**config.mk**
```make
export PLATFORM = sky130hd
export DESIGN_NAME = dnn_result_postproc_flat
export DESIGN_NICKNAME = d
export VERILOG_FILES = /design/src/rtl/dnn_pkg.sv /design/src/rtl/dnn_result_postproc_if.sv /design/src/rtl/dnn_result_postproc_sync_fifo.sv /design/src/rtl/dnn_result_postproc.sv /design/src/flat_wrapper.sv
export SDC_FILE = /design/constraint.sdc
export NUM_CORES = 1
export LEC_CHECK = 0
export CORE_MARGIN = 2
export CORE_UTILIZATION = 60
export CTS_CLUSTER_SIZE = 25
export DETAILED_ROUTE_END_ITERATION = 7
export PLACE_DENSITY_LB_ADDON = 0.2
export SLEW_MARGIN = 20
export SYNTH_ARGS = -nofsm -noshare
export SYNTH_HDL_FRONTEND = slang
export SYNTH_HIERARCHICAL = 1
export SYNTH_SLANG_ARGS = --single-unit
```
**constraint.sdc**
```tcl
create_clock -name clk -period 7.3 [get_ports clk]
set_input_delay 1.46 -clock clk [delete_from_list [all_inputs] [get_ports clk]]
set_output_delay 1.46 -clock clk [all_outputs]
set_load 0.005 [all_outputs]
```
**src/rtl/dnn_pkg.sv**
```systemverilog
// Shared types, widths and helpers for the DNN result post-processing stage.
package dnn_pkg;

    localparam int ACC_W       = 32;
    localparam int OUT_W       = 16;
    localparam int NUM_RESULTS = 64;

    typedef enum logic [1:0] {
        IDLE,
        REQ,
        COLLECT,
        DRAIN
    } postproc_state_t;

    function automatic logic signed [OUT_W-1:0] sat16(
        input logic signed [ACC_W:0] v
    );
        if (v > 33'sd32767) begin
            sat16 = 16'sh7FFF;
        end else if (v < -33'sd32768) begin
            sat16 = 16'sh8000;
        end else begin
            sat16 = v[OUT_W-1:0];
        end
    endfunction

endpackage

```
**src/rtl/dnn_result_postproc_if.sv**
```systemverilog
// Accelerator result-read bus plus the requantized output stream.
interface dnn_result_postproc_if;
    import dnn_pkg::*;

    logic             EN_readMem;
    logic             VALID_memVal;
    logic [ACC_W-1:0] memVal_data;
    logic             out_valid;
    logic             out_ready;
    logic [OUT_W-1:0] out_data;
    logic             out_last;

    modport master (
        output EN_readMem,
        input  VALID_memVal,
        input  memVal_data,
        output out_valid,
        input  out_ready,
        output out_data,
        output out_last
    );

    modport slave (
        input  EN_readMem,
        output VALID_memVal,
        output memVal_data,
        input  out_valid,
        output out_ready,
        input  out_data,
        input  out_last
    );

endinterface

```
**src/rtl/dnn_result_postproc_sync_fifo.sv**
```systemverilog
// Synchronous FIFO with registered storage; the head entry is visible
// on rdata while not empty.
module sync_fifo #(
    parameter int WIDTH = 16,
    parameter int DEPTH = 64
) (
    input  logic                       clk,
    input  logic                       rst,
    input  logic                       push,
    input  logic [WIDTH-1:0]           wdata,
    input  logic                       pop,
    output logic [WIDTH-1:0]           rdata,
    output logic                       full,
    output logic                       empty,
    output logic [$clog2(DEPTH+1)-1:0] count
);

    localparam int AW = (DEPTH > 1) ? $clog2(DEPTH) : 1;
    localparam int CW = $clog2(DEPTH + 1);
    localparam logic [AW-1:0] LAST_IDX = AW'(DEPTH - 1);
    localparam logic [CW-1:0] FULL_CNT = CW'(DEPTH);

    logic [WIDTH-1:0] mem_q [DEPTH];
    logic [AW-1:0]    wr_ptr_q, wr_ptr_d;
    logic [AW-1:0]    rd_ptr_q, rd_ptr_d;
    logic [CW-1:0]    cnt_q, cnt_d;
    logic             do_push, do_pop;

    always_comb begin
        do_pop   = pop && (cnt_q != '0);
        // a pop frees the slot, so a push into a full FIFO is fine then
        do_push  = push && ((cnt_q != FULL_CNT) || do_pop);
        wr_ptr_d = wr_ptr_q;
        rd_ptr_d = rd_ptr_q;
        cnt_d    = cnt_q;
        if (do_push) begin
            wr_ptr_d = (wr_ptr_q == LAST_IDX) ? '0 : wr_ptr_q + 1'b1;
        end
        if (do_pop) begin
            rd_ptr_d = (rd_ptr_q == LAST_IDX) ? '0 : rd_ptr_q + 1'b1;
        end
        if (do_push && !do_pop) begin
            cnt_d = cnt_q + 1'b1;
        end else if (do_pop && !do_push) begin
            cnt_d = cnt_q - 1'b1;
        end
    end

    always_ff @(posedge clk or posedge rst) begin
        if (rst) begin
            wr_ptr_q <= '0;
            rd_ptr_q <= '0;
            cnt_q    <= '0;
        end else begin
            wr_ptr_q <= wr_ptr_d;
            rd_ptr_q <= rd_ptr_d;
            cnt_q    <= cnt_d;
        end
    end

    always_ff @(posedge clk) begin
        if (do_push) begin
            mem_q[wr_ptr_q] <= wdata;
        end
    end

    assign rdata = mem_q[rd_ptr_q];
    assign full  = (cnt_q == FULL_CNT);
    assign empty = (cnt_q == '0);
    assign count = cnt_q;

endmodule

```
**src/rtl/dnn_result_postproc.sv**
```systemverilog
// Drains the dot-product result memory, applies bias/requant/ReLU/saturation
// and streams 16-bit results to the next layer.
module dnn_result_postproc
    import dnn_pkg::*;
#(
    parameter int NUM_RESULTS = dnn_pkg::NUM_RESULTS,
    parameter int FRAC_BITS   = 8,
    parameter int FIFO_DEPTH  = 64
) (
    input  logic                  clk,
    input  logic                  rst,
    input  logic                  start,
    input  logic [ACC_W-1:0]      bias,
    input  logic                  relu_en,
    output logic                  busy,
    output logic                  done,
    output logic                  err_extra,
    dnn_result_postproc_if.master bus
);

    localparam int CW  = $clog2(NUM_RESULTS + 1);
    localparam int FCW = $clog2(FIFO_DEPTH + 1);
    localparam logic [CW-1:0] ALL_CNT  = CW'(NUM_RESULTS);
    localparam logic [CW-1:0] LAST_POS = CW'(NUM_RESULTS - 1);
    localparam logic signed [ACC_W:0] RND =
        (ACC_W + 1)'(1) << (FRAC_BITS - 1);

    postproc_state_t state_q, state_d;

    logic [CW-1:0]    beat_cnt_q, beat_cnt_d;
    logic [CW-1:0]    pop_cnt_q, pop_cnt_d;
    logic [ACC_W-1:0] bias_q, bias_d;
    logic             relu_q, relu_d;
    logic             err_q, err_d;

    logic                    s1_vld_q, s1_vld_d;
    logic signed [ACC_W:0]   s1_t_q, s1_t_d;
    logic                    s2_vld_q, s2_vld_d;
    logic [OUT_W-1:0]        s2_y_q, s2_y_d;
    logic signed [ACC_W:0]   u;

    logic             take;
    logic             done_c;
    logic             pop;
    logic             fifo_full;
    logic             fifo_empty;
    logic [OUT_W-1:0] fifo_rdata;
    logic [FCW-1:0]   fifo_cnt;

    always_comb begin
        state_d    = state_q;
        beat_cnt_d = beat_cnt_q;
        pop_cnt_d  = pop_cnt_q;
        bias_d     = bias_q;
        relu_d     = relu_q;
        err_d      = err_q;
        done_c     = 1'b0;
        take       = 1'b0;
        if (pop) begin
            pop_cnt_d = pop_cnt_q + 1'b1;
        end
        unique case (state_q)
            IDLE: begin
                if (start && (fifo_cnt == '0)) begin
                    state_d    = REQ;
                    bias_d     = bias;
                    relu_d     = relu_en;
                    err_d      = 1'b0;
                    beat_cnt_d = '0;
                    pop_cnt_d  = '0;
                end
            end
            REQ, COLLECT: begin
                if (bus.VALID_memVal) begin
                    take       = 1'b1;
                    beat_cnt_d = beat_cnt_q + 1'b1;
                    state_d    = (beat_cnt_d == ALL_CNT) ? DRAIN : COLLECT;
                end
            end
            DRAIN: begin
                if (pop_cnt_q == ALL_CNT) begin
                    done_c  = 1'b1;
                    state_d = IDLE;
                end
            end
            default: state_d = IDLE;
        endcase
        // stray beats are dropped but flagged until the next run
        if (bus.VALID_memVal && ((state_q == IDLE) || (state_q == DRAIN))) begin
            err_d = 1'b1;
        end
    end

    always_comb begin
        s1_vld_d = take;
        s1_t_d   = s1_t_q;
        if (take) begin
            s1_t_d = $signed({bus.memVal_data[ACC_W-1], bus.memVal_data})
                   + $signed({bias_q[ACC_W-1], bias_q}) + RND;
        end
        u = s1_t_q >>> FRAC_BITS;
        if (relu_q && u[ACC_W]) begin
            u = '0;
        end
        s2_vld_d = s1_vld_q;
        s2_y_d   = s1_vld_q ? sat16(u) : s2_y_q;
    end

    always_ff @(posedge clk or posedge rst) begin
        if (rst) begin
            state_q    <= IDLE;
            beat_cnt_q <= '0;
            pop_cnt_q  <= '0;
            bias_q     <= '0;
            relu_q     <= 1'b0;
            err_q      <= 1'b0;
            s1_vld_q   <= 1'b0;
            s1_t_q     <= '0;
            s2_vld_q   <= 1'b0;
            s2_y_q     <= '0;
        end else begin
            state_q    <= state_d;
            beat_cnt_q <= beat_cnt_d;
            pop_cnt_q  <= pop_cnt_d;
            bias_q     <= bias_d;
            relu_q     <= relu_d;
            err_q      <= err_d;
            s1_vld_q   <= s1_vld_d;
            s1_t_q     <= s1_t_d;
            s2_vld_q   <= s2_vld_d;
            s2_y_q     <= s2_y_d;
        end
    end

    sync_fifo #(
        .WIDTH (OUT_W),
        .DEPTH (FIFO_DEPTH)
    ) u_fifo (
        .clk   (clk),
        .rst   (rst),
        .push  (s2_vld_q),
        .wdata (s2_y_q),
        .pop   (pop),
        .rdata (fifo_rdata),
        .full  (fifo_full),
        .empty (fifo_empty),
        .count (fifo_cnt)
    );

    a_no_overflow: assert property (
        @(posedge clk) disable iff (rst) !(s2_vld_q && fifo_full && !pop)
    );

    assign pop            = !fifo_empty && bus.out_ready;
    assign bus.out_valid  = !fifo_empty;
    assign bus.out_data   = fifo_empty ? '0 : fifo_rdata;
    assign bus.out_last   = !fifo_empty && (pop_cnt_q == LAST_POS);
    assign bus.EN_readMem = (state_q == REQ);
    assign busy           = (state_q != IDLE);
    assign done           = done_c;
    assign err_extra      = err_q;

endmodule

```
**src/flat_wrapper.sv**
```systemverilog
// flat-port wrapper written by rule: the top's interface ports become plain ports
module dnn_result_postproc_flat import dnn_pkg::*;
#(
    parameter int NUM_RESULTS = dnn_pkg::NUM_RESULTS,
    parameter int FRAC_BITS   = 8,
    parameter int FIFO_DEPTH  = 64
)
  (clk, rst, start, bias, relu_en, busy, done, err_extra, bus_EN_readMem, bus_VALID_memVal, bus_memVal_data, bus_out_valid, bus_out_ready, bus_out_data, bus_out_last);
  dnn_result_postproc_if bus_i ();
  input  logic clk;
  input  logic rst;
  input  logic start;
  input  logic [ACC_W-1:0] bias;
  input  logic relu_en;
  output logic busy;
  output logic done;
  output logic err_extra;
  output wire logic [$bits(bus_i.EN_readMem)-1:0] bus_EN_readMem;
  input wire logic [$bits(bus_i.VALID_memVal)-1:0] bus_VALID_memVal;
  input wire logic [$bits(bus_i.memVal_data)-1:0] bus_memVal_data;
  output wire logic [$bits(bus_i.out_valid)-1:0] bus_out_valid;
  input wire logic [$bits(bus_i.out_ready)-1:0] bus_out_ready;
  output wire logic [$bits(bus_i.out_data)-1:0] bus_out_data;
  output wire logic [$bits(bus_i.out_last)-1:0] bus_out_last;
  assign bus_EN_readMem = bus_i.EN_readMem;
  assign bus_i.VALID_memVal = bus_VALID_memVal;
  assign bus_i.memVal_data = bus_memVal_data;
  assign bus_out_valid = bus_i.out_valid;
  assign bus_i.out_ready = bus_out_ready;
  assign bus_out_data = bus_i.out_data;
  assign bus_out_last = bus_i.out_last;
  dnn_result_postproc #(.NUM_RESULTS(NUM_RESULTS), .FRAC_BITS(FRAC_BITS), .FIFO_DEPTH(FIFO_DEPTH)) u_core (.clk(clk), .rst(rst), .start(start), .bias(bias), .relu_en(relu_en), .busy(busy), .done(done), .err_extra(err_extra), .bus(bus_i));
endmodule
```
==> results_dict.tcl, run 1 <==
set metrics [dict create \
    synthCells 2512 \
    antenna_found_initial 1 \
    rsz0062_at_grt "no" \
    ys_warn_count 6 \
    required_ns 5.84 \
    place.gp.congestion 0.893 \
    fin_crit_ns 5.92 \
    fp.dieW_um 281 \
    cts_buffer_depth 3 \
    critical_path_class "flip-flop to primary output" \
    cp-end-kind "primary output" \
    setup_violations 0 \
    start_util 0.605 \
    crit_chain "buf_4, or2_2, o22ai_1, o21ai_0, nand2_1, a21oi_1, nor2b_1, clkdlybuf4s50_1" \
    multi_input_area_sq_um 11800 \
    ios 92 \
    die_h_um 281 \
    path_max_fanout 60 \
    path_delay_family "compound AO/OA/AOI/OAI gates" \
    cts_sinks 1136 \
    fp.coreArea_sq_um 75900 \
    min_path_type "flip-flop to flip-flop" \
    pre_cts_slack_ns 1.87 \
    powerDensity_nw_per_um2 407 \
    peakVddDrop_uv 309 \
    wire_per_inst_um 28.5 \
    max_freq_mhz 169 \
    cts_setup_buffers 0 \
    finalCritPeriodShare 0.810 \
    worstHoldStart "u_core/bias_q[15]" \
    grt_pass1_vias 24933 \
    syn_avg_cell_area_sq_um 18.3 \
    tightest_slew_ns 1.13 \
    slew_viol_final 0 \
    vias 24845 \
    start_kind "flip-flop" \
    clk_latency_ns 0.69 \
    startpoint "u_core/u_fifo/rd_ptr_q[2]" \
    maxCapViolCount 0 \
    synth_nets 2658 \
    drt_iter0_markers 3171 \
    nNetsFinal 2832 \
    power_leakage_nw 17.5 \
    dieArea_sq_um 78900 \
    fillers 4747 \
    seq_area_sq_um 33600 \
    route.detailed.drc 0 \
    post_synth_instance_area_sq_um 46000 \
    antenna_left 0 \
    skew_ns 0.0276 \
    maxSlewHeadroom 0.246 \
    htree_levels 3 \
    setup_tns_ns 0 \
    layout.cells.non_filler 3808 \
    viasPerCell 6.52 \
    area_delta_synth_final_pct 13.4 \
    dp_cells 3601 \
    cts_buffers 112 \
    post_cts_resized 0 \
    track_usage 0.283 \
    status "complete, no violations" \
    hpwl_um 64500 \
    cts_root_buffer "clkbuf_16" \
    worst_slack_ns 1.38 \
    portBuffers 91 \
    cts_hold_buf 0 \
    cts_tree "done" \
    critical_path_arrival_ns 4.46 \
    grt_overflow 0 \
    finalHoldViolations 0 \
    drt_pre_antenna_iters 5 \
    clkTransAtPathRegs_ns 0.06 \
    drive_gt1_frac 0.212 \
    cpPeakStageDelay_ns 1.00 \
    grt_max_degree 66 \
    rr_startpoint "u_core/u_fifo/count[0]" \
    cp_slowest_cell "dfrtp_4" \
    drt-total-wl_um 109000 \
    grt_pass1_wl_um 162000 \
    row_count 101 \
    path_buf_inv 2 \
]
sequential cells by signal, summed over array words and instances, names as in the netlist:
register and count:
u_core/s2_y_q 16, u_core/u_fifo/mem_q 1024, u_core/s1_t_q 25, u_core/u_fifo/count 7
u_core/s1_vld_q 1, u_core/bias_q 32, u_core/pop_cnt_q 7, u_core/beat_cnt_q 7
u_core/state_q 2, u_core/relu_q 1, u_core/u_fifo/rd_ptr_q 6, u_core/u_fifo/wr_ptr_q 6
u_core/err_extra 1, u_core/s2_vld_q 1
worst register-to-register path: cells and delay by family (launching register included):
| family | cells | cell delay [ns] |
|---|---|---|
| adder cells (fa/ha/maj) | 2 | 0.62 |
| flip-flops | 1 | 0.45 |
| buffers and inverters | 2 | 0.52 |
| AND/OR/NAND/NOR | 6 | 1.70 |
| AO/OA/AOI/OAI | 4 | 1.16 |
where the power goes:
part           total, mW  switching [mW]  internal (mW)
logic               6.51            3.91           2.59
registers           9.04           0.659           8.39
clock network       5.65            2.41           3.24
placed cells by master (no fill, tap or decap), types with 11 or more instances in the layout:
cell type / n
nor2b_1: 23
clkbuf_1: 28
mux2i_1: 17
o21ai_0: 57
clkinv_2: 19
nand3_1: 52
a21oi_1: 70
nand2_1: 207
dfrtp_1: 92
inv_1: 27
clkbuf_16: 113
nand4_1: 16
a22oi_1: 71
nor2_2: 11
ha_1: 75
xnor2_1: 17
xor2_1: 13
mux4_2: 256
edfxtp_1: 1024
nor2_1: 131
clkdlybuf4s50_1: 91
buf_4: 89
dfrtp_2: 15
o22ai_1: 26
clkinv_1: 19
mux2_2: 17
a21o_1: 16
metal layers:
metal,GRT usage,up-vias,wire (um)
li1,-,10438,-
met1,0.392,12880,41700
met2,0.455,1292,53000
met3,0.0511,233,9300
met4,0.108,2,4620
met5,0,-,9
through the flow:
stage	hold slack, ns	area (sq um)	total power, mW	utilization
4_1_cts	0.482	52100	21.2	0.686
2_1_floorplan	0.352	46000	13.1	-
3_3_place_gp	0.461	48500	15.4	0.638
5_1_grt	0.505	52100	22.0	0.686
6_report	0.476	52100	21.2	0.686
3_5_place_dp	0.468	48500	15.6	0.638
final cells by class:
| type | instances | share of cell area |
|---|---|---|
| Tap cell | 1030 | 0.0247 |
| Multi-Input combinational cell | 1222 | 0.226 |
| Clock inverter | 57 | 0.0115 |
| Antenna cell | 1 | 0.0000480 |
| Inverter | 28 | 0.00206 |
| Timing Repair Buffer | 186 | 0.0327 |
| Clock buffer | 148 | 0.0581 |
| Sequential cell | 1136 | 0.644 |
worst paths after layout:
kind / end / slack, ns / cells after the start
max in group asynchronous: u_core/s2_y_q[6] / 4.81 / 3
max reg2reg: u_core/u_fifo/count[5] / 2.72 / 14
min reg2reg: u_core/bias_q[15] / 0.48 / 2
min in group asynchronous: u_core/s1_t_q[29] / 1.30 / 2
max: bus_out_data[5] / 1.38 / 8
min: u_core/bias_q[15] / 0.48 / 2
No activity file was read; power rests on OpenSTA's default activity.
==> run 2: changes to the inputs <==
--- a/config.mk
+++ b/config.mk
@@ -6,7 +6,7 @@
 export NUM_CORES = 1
 export LEC_CHECK = 0
 export CORE_MARGIN = 2
-export CORE_UTILIZATION = 60
+export CORE_UTILIZATION = 56
 export CTS_CLUSTER_SIZE = 25
 export DETAILED_ROUTE_END_ITERATION = 7
 export PLACE_DENSITY_LB_ADDON = 0.2
==> constraint.sdc (replaced) <==
create_clock -name clk -period 5.4 [get_ports clk]
set_input_delay 1.08 -clock clk [delete_from_list [all_inputs] [get_ports clk]]
set_output_delay 1.08 -clock clk [all_outputs]
set_load 0.005 [all_outputs]
==> run 2 against run 1 <==
Net effect:
- power up 34%
- largest power group unchanged
- combinational power increased by 30%
- sequential share of layout area shrank 0.18 points
- flip-flop and latch count unchanged
- largest cell class unchanged
==> results_dict.tcl, run 2 (same netlist as run 1, synthesis figures left out) <==
set metrics [dict create \
    status "complete, no violations" \
    die_h_um 291 \
    peakVddDrop_uv 327 \
    fp.coreArea_sq_um 81700 \
    cts_tree "done" \
    power_mw 28.4 \
    grt_overflow 0 \
    required_ns 4.32 \
    grt_max_degree 80 \
    multi_input_area_sq_um 11800 \
    htree_levels 3 \
    area_delta_synth_final_pct 13.7 \
    critical_path_arrival_ns 4.10 \
    seqPwrFrac 0.437 \
    vias 24551 \
    layout_commonest_cell "edfxtp_1" \
    clkTransAtPathRegs_ns 0.07 \
    maxCapViolCount 0 \
    skew_ns 0.0375 \
    drt-total-wl_um 105000 \
    cp-end-kind "primary output" \
    finalHoldViolations 0 \
    start_kind "flip-flop" \
    wire_per_inst_um 27.3 \
    slew_viol_final 0 \
    path_max_fanout 24 \
    hold-worst-slack_ns 0.477 \
    top_register "u_core/u_fifo/mem_q" \
    cts_buffers 110 \
    max_freq_mhz 193 \
    fp.dieW_um 291 \
    place.gp.congestion 0.870 \
    drt_iter0_markers 2656 \
    drive_gt1_frac 0.213 \
    nNetsFinal 2852 \
    largest_reg_flops 1024 \
    row_count 105 \
    p_int_mw 19.2 \
    min_path_type "flip-flop to flip-flop" \
    drt_pre_antenna_iters 5 \
    powerDensity_nw_per_um2 544 \
    track_usage 0.253 \
    rsz0062_at_grt "no" \
    grt_pass1_wl_um 158000 \
    viasPerCell 6.35 \
    hpwl_um 64400 \
    ios 92 \
    cts_root_buffer "clkbuf_16" \
    start_util 0.563 \
    clk_latency_ns 0.70 \
    post_cts_resized 0 \
    swShare 0.326 \
    route.detailed.drc 0 \
    maxSlewHeadroom 0.284 \
    final_cell_mix "1024 x edfxtp_1, 256 x mux4_2, 207 x nand2_1, 142 x nor2_1, 111 x clkbuf_16" \
    clock_power_share 0.264 \
    cts_sinks 1136 \
    cts_hold_buf 0 \
    finalCritPeriodShare 0.959 \
    seq_area_sq_um 33600 \
    setup_violations 0 \
    dieArea_sq_um 84400 \
    cts_buffer_depth 3 \
    fillers 5557 \
    power_leakage_nw 17.6 \
    antenna_found_initial 0 \
    p_sw_mw 9.27 \
    antennaDiodeCount 0 \
    top_regs "u_core/u_fifo/mem_q: 1024 flops, u_core/bias_q: 32 flops, u_core/s1_t_q: 25 flops" \
    tightest_slew_ns 1.07 \
    antenna_left 0 \
    grt_pass1_vias 24843 \
    portBuffers 91 \
    fin_crit_ns 5.18 \
    setup_tns_ns 0 \
    p_comb_frac 0.299 \
    critical_path_class "flip-flop to primary output" \
]
-- run 2: changes by cell type in the layout (fill, tap and decap cells not counted), moves of 3 or more --
cell,previous run,this run
buf_4,89,106
nor2_1,131,142
nor2_2,11,1
clkbuf_1,28,19
clkinv_1,19,26
buf_12,5,11
clkbuf_8,7,1
clkinvlp_4,1,4
-- run 2: what timing repair did --
item	CTS	global route
buffers inserted	0	1
endpoints found under the setup margin	0	1
endpoints found under the hold margin	0	0
-- run 2: power groups by stage --
stage | registers [mW] | logic, mW | clock network [mW]
2_1_floorplan | 12.3 | 5.39 | 0
3_3_place_gp | 12.5 | 8.29 | 0
3_5_place_dp | 12.6 | 8.44 | 0
4_1_cts | 12.5 | 8.49 | 7.63
5_1_grt | 12.5 | 9.09 | 7.98
6_report | 12.4 | 8.49 | 7.51
-- run 2: final timing paths --
check,slack [ns],startpoint,cells past startpoint,endpoint
min in group asynchronous,0.89,rst,2,u_core/pop_cnt_q[4]
max in group asynchronous,3.52,rst,3,u_core/bias_q[11]
max,0.22,u_core/u_fifo/rd_ptr_q[2],8,bus_out_data[2]
max reg2reg,1.05,u_core/u_fifo/count[0],14,u_core/u_fifo/count[5]
min,0.48,u_core/bias_q[22],2,u_core/bias_q[22]
min reg2reg,0.48,u_core/bias_q[22],2,u_core/bias_q[22]
-- run 2: area by class of cell --
class                   instances  share of cell area
clock buffers                 131              0.0548
well taps                    1070              0.0256
flip-flops and latches       1136               0.643
clock inverters                69              0.0131
multi-input cells            1222               0.225
inverters                      28             0.00206
repair buffers                208              0.0369
-- run 2: critical path, stage by stage (launching register included) --
cell,delay (ns)
dfrtp_4,0.65
and2_1,0.91
buf_4,0.31
a22oi_1,0.09
nand2_1,0.17
a22oi_1,0.20
a21oi_1,0.38
nor2b_1,0.20
clkdlybuf4s50_1,0.51
-- run 2: layer usage --
layer | GRT usage | up-vias | wire length [um]
li1 | - | 10470 | -
met4 | 0.0916 | 0 | 3650
met5 | 0 | - | 0
met2 | 0.411 | 1014 | 52000
met1 | 0.354 | 12869 | 42200
met3 | 0.0362 | 198 | 7530
-- run 2: metrics by stage --
| step | cell area [sq um] | utilization | std cells | worst slack, ns |
|---|---|---|---|---|
| floorplan | 46000 | - | 2512 | 1.21 |
| global placement | 48700 | 0.596 | 3663 | 0.845 |
| detailed placement | 48700 | 0.596 | 3663 | 0.812 |
| CTS | 52300 | 0.639 | 3863 | 0.0737 |
| global route | 52300 | 0.640 | 3864 | 0.123 |
| finish | 52300 | 0.640 | 3864 | 0.223 |
